`src/rtl/rv32i_pkg.sv`:
```
// Shared rv32i decode constants: opcodes, format codes and datapath default.
package rv32i_pkg;

    localparam int unsigned XLEN_DEFAULT = 32;

    localparam logic [6:0] OPC_LUI      = 7'b0110111;
    localparam logic [6:0] OPC_AUIPC    = 7'b0010111;
    localparam logic [6:0] OPC_JAL      = 7'b1101111;
    localparam logic [6:0] OPC_JALR     = 7'b1100111;
    localparam logic [6:0] OPC_LOAD     = 7'b0000011;
    localparam logic [6:0] OPC_OP_IMM   = 7'b0010011;
    localparam logic [6:0] OPC_MISC_MEM = 7'b0001111;
    localparam logic [6:0] OPC_SYSTEM   = 7'b1110011;
    localparam logic [6:0] OPC_STORE    = 7'b0100011;
    localparam logic [6:0] OPC_BRANCH   = 7'b1100011;
    localparam logic [6:0] OPC_OP       = 7'b0110011;

    localparam logic [2:0] FMT_R       = 3'd0;
    localparam logic [2:0] FMT_I       = 3'd1;
    localparam logic [2:0] FMT_S       = 3'd2;
    localparam logic [2:0] FMT_B       = 3'd3;
    localparam logic [2:0] FMT_U       = 3'd4;
    localparam logic [2:0] FMT_J       = 3'd5;
    localparam logic [2:0] FMT_ILLEGAL = 3'd7;

    // Instruction format implied by the major opcode.
    function automatic logic [2:0] fmt_of(input logic [6:0] opcode);
        logic [2:0] fmt;
        case (opcode)
            OPC_LUI, OPC_AUIPC:                       fmt = FMT_U;
            OPC_JAL:                                  fmt = FMT_J;
            OPC_JALR, OPC_LOAD, OPC_OP_IMM,
            OPC_MISC_MEM, OPC_SYSTEM:                 fmt = FMT_I;
            OPC_STORE:                                fmt = FMT_S;
            OPC_BRANCH:                               fmt = FMT_B;
            OPC_OP:                                   fmt = FMT_R;
            default:                                  fmt = FMT_ILLEGAL;
        endcase
        return fmt;
    endfunction

endpackage

```
`src/rtl/decode_stage_if.sv`:
```
// Fetch-side and execute-side handshake bundle of the decode stage.
interface decode_stage_if import rv32i_pkg::*; #(
    parameter int unsigned XLEN = XLEN_DEFAULT
);
    logic            in_valid;
    logic            in_ready;
    logic [31:0]     in_instr;
    logic [XLEN-1:0] in_pc;

    logic            out_valid;
    logic            out_ready;
    logic [XLEN-1:0] out_pc;
    logic [6:0]      out_opcode;
    logic [2:0]      out_funct3;
    logic [6:0]      out_funct7;
    logic [4:0]      out_rs1;
    logic [4:0]      out_rs2;
    logic [4:0]      out_rd;
    logic [2:0]      out_fmt;
    logic [XLEN-1:0] out_imm;
    logic            out_rs1_used;
    logic            out_rs2_used;
    logic            out_rd_written;
    logic            out_illegal;

    // Environment side: fetch producer and execute consumer.
    modport master (
        output in_valid, in_instr, in_pc, out_ready,
        input  in_ready, out_valid, out_pc, out_opcode, out_funct3, out_funct7,
               out_rs1, out_rs2, out_rd, out_fmt, out_imm,
               out_rs1_used, out_rs2_used, out_rd_written, out_illegal
    );

    // Decode stage side.
    modport slave (
        input  in_valid, in_instr, in_pc, out_ready,
        output in_ready, out_valid, out_pc, out_opcode, out_funct3, out_funct7,
               out_rs1, out_rs2, out_rd, out_fmt, out_imm,
               out_rs1_used, out_rs2_used, out_rd_written, out_illegal
    );
endinterface

```
`src/rtl/decode_imm_gen.sv`:
```
// Combinational format classification, immediate generation and register-use flags.
module decode_imm_gen import rv32i_pkg::*; #(
    parameter int unsigned XLEN = XLEN_DEFAULT
) (
    input  logic [31:0]     instr,
    output logic [2:0]      fmt,
    output logic [XLEN-1:0] imm,
    output logic            illegal,
    output logic            rs1_used,
    output logic            rs2_used,
    output logic            rd_written
);
    logic signed [31:0] imm32;
    logic               rd_nonzero;

    assign rd_nonzero = |instr[11:7];

    // Decode format, build the 32-bit immediate and the use qualifiers.
    always_comb begin
        fmt        = fmt_of(instr[6:0]);
        imm32      = '0;
        illegal    = 1'b0;
        rs1_used   = 1'b0;
        rs2_used   = 1'b0;
        rd_written = 1'b0;
        case (fmt)
            FMT_R: begin
                rs1_used   = 1'b1;
                rs2_used   = 1'b1;
                rd_written = rd_nonzero;
            end
            FMT_I: begin
                imm32      = {{20{instr[31]}}, instr[31:20]};
                rs1_used   = 1'b1;
                rd_written = rd_nonzero;
            end
            FMT_S: begin
                imm32    = {{20{instr[31]}}, instr[31:25], instr[11:7]};
                rs1_used = 1'b1;
                rs2_used = 1'b1;
            end
            FMT_B: begin
                imm32    = {{19{instr[31]}}, instr[31], instr[7], instr[30:25],
                            instr[11:8], 1'b0};
                rs1_used = 1'b1;
                rs2_used = 1'b1;
            end
            FMT_U: begin
                imm32      = {instr[31:12], 12'b0};
                rd_written = rd_nonzero;
            end
            FMT_J: begin
                imm32      = {{11{instr[31]}}, instr[31], instr[19:12], instr[20],
                              instr[30:21], 1'b0};
                rd_written = rd_nonzero;
            end
            default: illegal = 1'b1;
        endcase
        // Signed source: the size cast sign-extends to XLEN.
        imm = XLEN'(imm32);
    end
endmodule

```
`src/rtl/decode_stage.sv`:
```
// rv32i decode stage: decoder wrapped by a registered main/skid output buffer.
module decode_stage import rv32i_pkg::*; #(
    parameter int unsigned XLEN = XLEN_DEFAULT,
    parameter bit          SKID = 1'b1
) (
    input logic           clock,
    input logic           reset,
    input logic           flush,
    decode_stage_if.slave bus
);
    typedef struct packed {
        logic [XLEN-1:0] pc;
        logic [6:0]      opcode;
        logic [2:0]      funct3;
        logic [6:0]      funct7;
        logic [4:0]      rs1;
        logic [4:0]      rs2;
        logic [4:0]      rd;
        logic [2:0]      fmt;
        logic [XLEN-1:0] imm;
        logic            rs1_used;
        logic            rs2_used;
        logic            rd_written;
        logic            illegal;
    } entry_t;

    localparam entry_t ResetEntry = '{fmt: FMT_ILLEGAL, default: '0};

    logic [2:0]      dec_fmt;
    logic [XLEN-1:0] dec_imm;
    logic            dec_illegal;
    logic            dec_rs1_used;
    logic            dec_rs2_used;
    logic            dec_rd_written;
    entry_t          in_entry;

    logic   main_valid_q, main_valid_d;
    logic   skid_valid_q, skid_valid_d;
    entry_t main_q, main_d;
    entry_t skid_q, skid_d;
    logic   in_ready;
    logic   accept;
    logic   drain;

    decode_imm_gen #(
        .XLEN(XLEN)
    ) u_imm_gen (
        .instr      (bus.in_instr),
        .fmt        (dec_fmt),
        .imm        (dec_imm),
        .illegal    (dec_illegal),
        .rs1_used   (dec_rs1_used),
        .rs2_used   (dec_rs2_used),
        .rd_written (dec_rd_written)
    );

    // Assemble the decoded entry for the incoming instruction.
    always_comb begin
        in_entry.pc         = bus.in_pc;
        in_entry.opcode     = bus.in_instr[6:0];
        in_entry.funct3     = bus.in_instr[14:12];
        in_entry.funct7     = bus.in_instr[31:25];
        in_entry.rs1        = bus.in_instr[19:15];
        in_entry.rs2        = bus.in_instr[24:20];
        in_entry.rd         = bus.in_instr[11:7];
        in_entry.fmt        = dec_fmt;
        in_entry.imm        = dec_imm;
        in_entry.rs1_used   = dec_rs1_used;
        in_entry.rs2_used   = dec_rs2_used;
        in_entry.rd_written = dec_rd_written;
        in_entry.illegal    = dec_illegal;
    end

    // Ready: skid occupancy alone with a skid buffer, pass-through of out_ready without one.
    // Flush forces ready so fetch never stalls on a cycle whose input is discarded anyway.
    always_comb begin
        if (SKID) begin
            in_ready = !skid_valid_q || flush;
        end else begin
            in_ready = !main_valid_q || bus.out_ready || flush;
        end
    end

    assign accept = bus.in_valid && in_ready && !flush;
    assign drain  = main_valid_q && bus.out_ready;

    // Buffer next state; flush beats any transfer, skid refills main before new input.
    always_comb begin
        main_valid_d = main_valid_q;
        skid_valid_d = skid_valid_q;
        main_d       = main_q;
        skid_d       = skid_q;
        if (flush) begin
            main_valid_d = 1'b0;
            skid_valid_d = 1'b0;
        end else if (drain && skid_valid_q) begin
            // in_ready is low here, so no accept can coincide.
            main_d       = skid_q;
            skid_valid_d = 1'b0;
        end else if (accept && (!main_valid_q || drain)) begin
            main_d       = in_entry;
            main_valid_d = 1'b1;
        end else if (SKID && accept) begin
            skid_d       = in_entry;
            skid_valid_d = 1'b1;
        end else if (drain) begin
            main_valid_d = 1'b0;
        end
    end

    // Buffer registers with synchronous reset.
    always_ff @(posedge clock) begin
        if (reset) begin
            main_valid_q <= 1'b0;
            skid_valid_q <= 1'b0;
            main_q       <= ResetEntry;
            skid_q       <= ResetEntry;
        end else begin
            main_valid_q <= main_valid_d;
            skid_valid_q <= skid_valid_d;
            main_q       <= main_d;
            skid_q       <= skid_d;
        end
    end

    assign bus.in_ready       = in_ready;
    assign bus.out_valid      = main_valid_q;
    assign bus.out_pc         = main_q.pc;
    assign bus.out_opcode     = main_q.opcode;
    assign bus.out_funct3     = main_q.funct3;
    assign bus.out_funct7     = main_q.funct7;
    assign bus.out_rs1        = main_q.rs1;
    assign bus.out_rs2        = main_q.rs2;
    assign bus.out_rd         = main_q.rd;
    assign bus.out_fmt        = main_q.fmt;
    assign bus.out_imm        = main_q.imm;
    assign bus.out_rs1_used   = main_q.rs1_used;
    assign bus.out_rs2_used   = main_q.rs2_used;
    assign bus.out_rd_written = main_q.rd_written;
    assign bus.out_illegal    = main_q.illegal;
endmodule
```
`src/flat_wrapper.sv`:
```
// flat-port wrapper written by rule: the top's interface ports become plain ports
module decode_stage_flat import rv32i_pkg::*;
#(
    parameter int unsigned XLEN = XLEN_DEFAULT,
    parameter bit          SKID = 1'b1
)
  (clock, reset, flush, bus_in_valid, bus_in_instr, bus_in_pc, bus_out_ready, bus_in_ready, bus_out_valid, bus_out_pc, bus_out_opcode, bus_out_funct3, bus_out_funct7, bus_out_rs1, bus_out_rs2, bus_out_rd, bus_out_fmt, bus_out_imm, bus_out_rs1_used, bus_out_rs2_used, bus_out_rd_written, bus_out_illegal);
  decode_stage_if #(.XLEN(XLEN)) bus_i ();
  input logic clock;
  input logic reset;
  input logic flush;
  input wire logic [$bits(bus_i.in_valid)-1:0] bus_in_valid;
  input wire logic [$bits(bus_i.in_instr)-1:0] bus_in_instr;
  input wire logic [$bits(bus_i.in_pc)-1:0] bus_in_pc;
  input wire logic [$bits(bus_i.out_ready)-1:0] bus_out_ready;
  output wire logic [$bits(bus_i.in_ready)-1:0] bus_in_ready;
  output wire logic [$bits(bus_i.out_valid)-1:0] bus_out_valid;
  output wire logic [$bits(bus_i.out_pc)-1:0] bus_out_pc;
  output wire logic [$bits(bus_i.out_opcode)-1:0] bus_out_opcode;
  output wire logic [$bits(bus_i.out_funct3)-1:0] bus_out_funct3;
  output wire logic [$bits(bus_i.out_funct7)-1:0] bus_out_funct7;
  output wire logic [$bits(bus_i.out_rs1)-1:0] bus_out_rs1;
  output wire logic [$bits(bus_i.out_rs2)-1:0] bus_out_rs2;
  output wire logic [$bits(bus_i.out_rd)-1:0] bus_out_rd;
  output wire logic [$bits(bus_i.out_fmt)-1:0] bus_out_fmt;
  output wire logic [$bits(bus_i.out_imm)-1:0] bus_out_imm;
  output wire logic [$bits(bus_i.out_rs1_used)-1:0] bus_out_rs1_used;
  output wire logic [$bits(bus_i.out_rs2_used)-1:0] bus_out_rs2_used;
  output wire logic [$bits(bus_i.out_rd_written)-1:0] bus_out_rd_written;
  output wire logic [$bits(bus_i.out_illegal)-1:0] bus_out_illegal;
  assign bus_i.in_valid = bus_in_valid;
  assign bus_i.in_instr = bus_in_instr;
  assign bus_i.in_pc = bus_in_pc;
  assign bus_i.out_ready = bus_out_ready;
  assign bus_in_ready = bus_i.in_ready;
  assign bus_out_valid = bus_i.out_valid;
  assign bus_out_pc = bus_i.out_pc;
  assign bus_out_opcode = bus_i.out_opcode;
  assign bus_out_funct3 = bus_i.out_funct3;
  assign bus_out_funct7 = bus_i.out_funct7;
  assign bus_out_rs1 = bus_i.out_rs1;
  assign bus_out_rs2 = bus_i.out_rs2;
  assign bus_out_rd = bus_i.out_rd;
  assign bus_out_fmt = bus_i.out_fmt;
  assign bus_out_imm = bus_i.out_imm;
  assign bus_out_rs1_used = bus_i.out_rs1_used;
  assign bus_out_rs2_used = bus_i.out_rs2_used;
  assign bus_out_rd_written = bus_i.out_rd_written;
  assign bus_out_illegal = bus_i.out_illegal;
  decode_stage #(.XLEN(XLEN), .SKID(SKID)) u_core (.clock(clock), .reset(reset), .flush(flush), .bus(bus_i));
endmodule
```
`config.mk`:
```
export PLATFORM = sky130hd
export DESIGN_NAME = decode_stage_flat
export DESIGN_NICKNAME = d
export VERILOG_FILES = /design/src/rtl/rv32i_pkg.sv /design/src/rtl/decode_stage_if.sv /design/src/rtl/decode_imm_gen.sv /design/src/rtl/decode_stage.sv /design/src/flat_wrapper.sv
export SDC_FILE = /design/constraint.sdc
export NUM_CORES = 1
export LEC_CHECK = 0
export BUFFER_PORTS_ARGS = -buffer_cell sky130_fd_sc_hd__buf_4
export CAP_MARGIN = 20
export CELL_PAD_IN_SITES_DETAIL_PLACEMENT = 1
export CELL_PAD_IN_SITES_GLOBAL_PLACEMENT = 1
export CORE_MARGIN = 4
export CORE_UTILIZATION = 43
export DETAILED_ROUTE_END_ITERATION = 7
export GPL_TIMING_DRIVEN = 0
export PLACE_DENSITY_LB_ADDON = 0.1
export SLEW_MARGIN = 15
export SYNTH_ARGS = -nofsm -noshare
export SYNTH_HDL_FRONTEND = slang
export SYNTH_SLANG_ARGS = --single-unit
export TNS_END_PERCENT = 50
```
`constraint.sdc`:
```
create_clock -name clock -period 4.95 [get_ports clock]
set_clock_uncertainty 0.1 [all_clocks]
set_input_delay 0.2475 -clock clock [delete_from_list [all_inputs] [get_ports clock]]
set_output_delay 0.2475 -clock clock [all_outputs]
set_load 0.02 [all_outputs]
```
==> impl_metrics.toml, run 1 <==
[critical_path]
cpMostUsedCell = "buf_2"
cp_slowest_cell = "nor3_2"
required_ns = 5.27
slowest_delay_ns = 0.73
critPathArrivalTime_ns = 2.76
crit_chain = "nand2b_1 > nor3_2 > buf_2 > buf_2 > nand2_1 > a21oi_1"
start_kind = "register"
cp_top_family = "simple AND/OR/NAND/NOR gates"
path_buf_inv = 2
crit_type = "reg2reg"
end_kind = "register"
crit_fanout = 10

[global_route]
grt_usage = 0.284
grt_pass1_vias = 9431
antenna_found_initial = 0
grt_first_pass_wirelength_mm = 51.5
grt.overflow.total = 0
grt_max_degree = 14
grt_use_met3 = 0.0350
grt-busiest-layer = "met2"
grtUsageMet1 = 0.399
use_met2 = 0.469

[detailed_routing]
routed_wirelength_mm = 32.9
drc_errors = 0
first_pass_iters = 5
vias = 9147
routed_via_density = 5.63
ant_nets = 0
wl_per_cell_um = 20.3
drtIter0Drc = 588

[placement]
numPortBuffers = 169
place_ws_ns = 2.57
dp_hpwl_mm = 22.3
place.gp.congestion = 0.879

[synth]
syn_nets = 1160
synthCells = 1091
synth.avg_cell_area_um2 = 8.03
async_flop_share = 0
synth_edf_count = 0
yosysWarnings = 0
yosys-top-cells-area = "dfxtp_1 48%, nand2_1 14%, a311oi_1 6.4%, a21oi_1 5.0%, nor2_1 4.2%"
synth_flop_cell = "dfxtp_1"
yosys.area.top_type = "dfxtp_1"
synth_top_area_share = 0.475
ys_ff_latch = 208
yosysUniqueCellTypes = 66
yosysSeqAreaShare = 0.475
syn_area_um2 = 8770

[sta]
maxSlewViolCount = 0
hold_violations = 0
setup_viol = 0
slew_headroom = 0.386
tightest_slew_ns = 0.921
fmax_ghz = 0.411
finalCriticalPeriod_ns = 2.44
finalCritPeriodShare = 0.492
setup-tns-final_ns = 0
rsz0062_at_grt = "false"
worst_slack_ns = 2.51

[floorplanning]
die_x_um = 151
dieArea_um2 = 22700
die_h_um = 151
boundaryPins = 174
num_rows = 51
start_util = 0.443
core_um2 = 19800

[final_layout]
fin_nets = 1414
layout-drive-gt1-share = 0.200
final_common_cell = "nand2_1"
layout_common_cells = "317 x nand2_1, 208 x dfxtp_1, 172 x buf_4"
syn_to_final_growth_pct = 33.2
multi_input_area_um2 = 4130
final-seq-area_um2 = 4160
nFillCells = 2415

[pwr]
power_leakage_nw = 4.55
ir_drop_uv = 216
power_density_nw_per_um2 = 332

[clock_tree]
cts_buffers = 23
ctsResizeCount = 0
htree_levels = 1
post_cts_buffers = 0
cts_sinks = 208
cts_tree = "done"
cts_hold_buffers = 60
insertion_delay_ns = 0.51
cts-root-buf = "clkbuf_16"
clk_pin_slew_worst_paths_ns = 0.06
cts_buffer_depth = 3

[status]
status = "finished clean"

[worst_hold_path]
min_path_type = "in2reg"

[flow_run]
maxCapViolations = 0
[cells in the mapped netlist, types with 2 or more instances]
| cell | n |
|---|---|
| a21oi_2 | 4 |
| dfxtp_1 | 208 |
| a22oi_1 | 2 |
| buf_6 | 5 |
| or4_1 | 2 |
| buf_1 | 3 |
| buf_4 | 3 |
| clkbuf_1 | 51 |
| or3_1 | 3 |
| and2_1 | 6 |
| nor3_1 | 5 |
| o21ai_1 | 17 |
| a22o_1 | 6 |
| nand3_1 | 5 |
| and2_0 | 3 |
| nor2b_1 | 3 |
| o21ai_0 | 67 |
| buf_2 | 33 |
| a21oi_1 | 87 |
| o21a_1 | 2 |
| and3_1 | 15 |
| mux2i_1 | 2 |
| a311oi_1 | 64 |
| a31oi_1 | 4 |
| nor3_2 | 2 |
| a211o_1 | 3 |
| nor4_1 | 2 |
| a221oi_1 | 18 |
| inv_1 | 4 |
| nand4_1 | 2 |
| nand2_1 | 317 |
| nor2_1 | 97 |
| nand2b_1 | 6 |
| a221oi_2 | 8 |
[path summary, 6_finish.rpt]
| kind | start | to | slack (ns) | depth (start not counted) |
|---|---|---|---|---|
| min | bus_in_valid | u_core.bus.out_valid | 0.01 | 3 |
| max reg2reg | u_core.skid_valid_q | u_core.skid_q[86] | 2.51 | 6 |
| min reg2reg | u_core.bus.out_imm[22] | u_core.bus.out_imm[22] | 0.35 | 2 |
| max | u_core.skid_valid_q | u_core.skid_q[86] | 2.51 | 6 |
[kinds of logic after synthesis]
| group | count (synthesis) | share of synthesized area |
|---|---|---|
| xor+xnor | 1 | 0.000999 |
| flops | 208 | 0.475 |
| mux | 2 | 0.00228 |
| simple gates | 481 | 0.232 |
| compound gates | 299 | 0.235 |
| buf+inv | 100 | 0.0544 |
[through the flow]
step	hold WS [ns]	area, µm²	utilization	std cells	power (mW)
finish	0.0149	11700	0.590	1624	3.88
global route	0.0457	11700	0.590	1623	4.01
CTS	0.00798	11700	0.590	1623	3.89
detailed placement	0.347	10400	0.524	1525	2.23
global placement	0.337	10400	0.524	1525	2.22
floorplan	0.226	8770	-	1091	2.02
[worst reg2reg max path: cells and delay by family, from the launching register on]
family	cells	cell delay, ns
AOI/OAI and AO/OA	1	0.13
and+or+nand+nor	3	1.05
buffers and inverters	2	0.68
DFF	1	0.38
[sequential cells by signal, indices dropped and copies added, names as in the netlist]
name and flops:
u_core.bus.out_rd 5, u_core.bus.out_imm 32, u_core.bus.out_pc 32, u_core.skid_q 103, u_core.bus.out_opcode 7, u_core.bus.out_funct7 7, u_core.bus.out_rd_written 1, u_core.bus.out_valid 1
u_core.bus.out_funct3 3, u_core.skid_valid_q 1, u_core.bus.out_illegal 1, u_core.bus.out_rs1 5, u_core.bus.out_fmt 3, u_core.bus.out_rs2_used 1, u_core.bus.out_rs2 5, u_core.bus.out_rs1_used 1
[layer usage]
metal | wire (µm) | share of wire
met3 | 2220 | 0.067
met2 | 15600 | 0.47
met1 | 14400 | 0.44
met5 | 0 | 0
met4 | 749 | 0.023
[power breakdown]
group	total (mW)	internal (mW)	switching, mW
Combinational	0.478	0.198	0.280
Sequential	1.76	1.73	0.0335
Clock	1.64	0.959	0.683
Total	3.88	2.88	0.996
[layout make-up]
cell class / count / area share
well taps: 265 / 0.0284
multi-input cells: 783 / 0.353
plain buffers: 96 / 0.0395
clock buffers: 32 / 0.0556
diodes: 1 / 0.000214
flip-flops and latches: 208 / 0.357
inverters: 4 / 0.00129
repair buffers: 229 / 0.160
clock inverters: 6 / 0.00472
No activity file was read; power rests on OpenSTA's default activity.
==> inputs of run 2 (changes only) <==
- CORE_UTILIZATION: 43 -> 36
- clock period: 4.95 -> 2.2 ns (I/O delays scaled with it)
==> impl_metrics.toml, run 2 (synthesized netlist as in run 1, its figures left out) <==
[detailed_routing]
vias = 9035
routed_via_density = 5.36
first_pass_iters = 5
drtIter0Drc = 564
routed_wirelength_mm = 33.4
drc_errors = 0
wl_per_cell_um = 19.8
ant_nets = 0

[final_layout]
max_flop_register = "u_core.skid_q"
multi_input_area_um2 = 4140
layout-drive-gt1-share = 0.217
antenna_cells = 0
final_common_cell = "nand2_1"
layout_common_cells = "317 x nand2_1, 208 x dfxtp_1, 178 x buf_4"
largest_reg_flops = 103
nFillCells = 2912
finalInstanceArea_um2 = 11900
fin_nets = 1421
syn_to_final_growth_pct = 35.9
final-seq-area_um2 = 4160

[critical_path]
path_buf_inv = 2
r2r_start = "u_core.skid_valid_q"
slowest_delay_ns = 0.39
crit_type = "reg2reg"
crit_chain = "nand2b_1 > or3_1 > buf_2 > clkbuf_1 > a221oi_1 > nor2_1"
cp_slowest_cell = "dfxtp_1"
reg2reg_depth = 6
critPathArrivalTime_ns = 2.43
start_kind = "register"
end_kind = "register"
crit_fanout = 10
required_ns = 2.50
cp_top_family = "simple AND/OR/NAND/NOR gates"
reg2reg_setup_slack_ns = 0.07
worstReg2RegEnd = "u_core.skid_q[8]"

[sta]
hold_violations = 0
finalCriticalPeriod_ns = 2.13
rsz0062_at_grt = "true"
fmax_ghz = 0.470
setup_viol = 0
tightest_slew_ns = 0.743
finalCritPeriodShare = 0.968
worst_slack_ns = 0.0705
maxSlewViolCount = 0
slew_headroom = 0.503

[global_route]
antenna_found_initial = 0
grt_pass1_vias = 9180
grt_first_pass_wirelength_mm = 52.0
grt_usage = 0.245
grt.overflow.total = 0
grt_max_degree = 13

[floorplanning]
start_util = 0.370
die_h_um = 164
die_x_um = 164
num_rows = 56
core_um2 = 23700
boundaryPins = 174
dieArea_um2 = 26900

[placement]
postPlaceCellArea_um2 = 10400
numPortBuffers = 169
place_ws_ns = -0.269
place.gp.congestion = 0.850
dp_hpwl_mm = 23.1

[worst_hold_path]
holdCritStartpoint = "bus_in_instr[3]"
min_to = "u_core.skid_q[67]"
min_path_cells = 4
min_path_type = "in2reg"

[pwr]
power_leakage_nw = 4.67
ir_drop_uv = 431
power_density_nw_per_um2 = 761

[clock_tree]
cts_sinks = 208
cts-root-buf = "clkbuf_16"
insertion_delay_ns = 0.53
clk_pin_slew_worst_paths_ns = 0.07
htree_levels = 1
cts_tree = "done"
cts_buffer_depth = 3
cts_buffers = 23

[flow_run]
maxCapViolations = 0

[status]
status = "finished clean"
[run 2: changes by cell type in the layout (fill, tap and decap cells not counted), moves of 3 or more]
| cell | delta |
|---|---|
| clkbuf_1 | -13 |
| buf_4 | +6 |
| dlygate4sd3_1 | +3 |
| buf_1 | -3 |
| clkinv_2 | -4 |
| clkbuf_8 | +7 |
| clkbuf_2 | +13 |
[run 2: metrics by stage]
step / utilization / TNS (ns) / cells / total power [mW] / hold slack [ns]
2_1_floorplan: - / 0 / 1091 / 4.54 / 0.0883
3_3_place_gp: 0.441 / -15.30 / 1579 / 5.01 / 0.251
3_5_place_dp: 0.441 / -19.38 / 1579 / 5.03 / 0.258
4_1_cts: 0.502 / 0 / 1686 / 9.12 / 0.0113
5_1_grt: 0.503 / -0.0318 / 1686 / 9.38 / 0.0613
6_report: 0.503 / 0 / 1686 / 9.06 / 0.0285
[run 2: worst max path at each step]
stage	from	end	slack (ns)	depth (start not counted)
final	u_core.skid_valid_q	u_core.skid_q[8]	0.07	6
after global routing	u_core.skid_valid_q	u_core.skid_q[18]	-0.02	5
after CTS	u_core.skid_valid_q	u_core.bus.out_opcode[5]	0.0004	6
after detailed placement	u_core.skid_valid_q	u_core.skid_q[90]	-0.27	6
after global placement	u_core.skid_valid_q	u_core.skid_q[91]	-0.24	6
after floorplan	u_core.bus.out_valid	u_core.bus.out_imm[0]	0.25	7
[run 2: worst min-delay path, delay by kind of cell]
family                 cells  cell delay, ns
buffers and inverters      2            0.35
and+or+nand+nor            1            0.09
AOI/OAI and AO/OA          1            0.05
[run 2: power by group]
group          internal (mW)  switching [mW]
clock                   2.40            1.62
combinational          0.454           0.634
sequential              3.89          0.0742
total                   6.74            2.33
[run 2: final cells by class]
| cell class | instances | area share |
|---|---|---|
| flip-flops and latches | 208 | 0.350 |
| multi-input cells | 783 | 0.348 |
| clock inverters | 3 | 0.00368 |
| well taps | 319 | 0.0335 |
| inverters | 4 | 0.00126 |
| plain buffers | 96 | 0.0406 |
| clock buffers | 37 | 0.0620 |
| repair buffers | 236 | 0.162 |
[run 2: timing repair]
action,CTS,global route
setup buffers,4,0
setup endpoints to repair,183,70
hold endpoints to repair,178,0
pin swaps,1,0
gates resized for setup,6,24
hold buffers,63,0
cloned,0,0
[run 2: per-layer routing]
metal / track usage / part of all wire / wire length (µm) / vias up
li1: - / - / - / 4324
met1: 0.344 / 0.46 / 15500 / 4447
met2: 0.400 / 0.46 / 15400 / 216
met3: 0.0394 / 0.056 / 1860 / 48
met4: 0.0511 / 0.017 / 571 / 0
met5: 0 / 0 / 0 / -
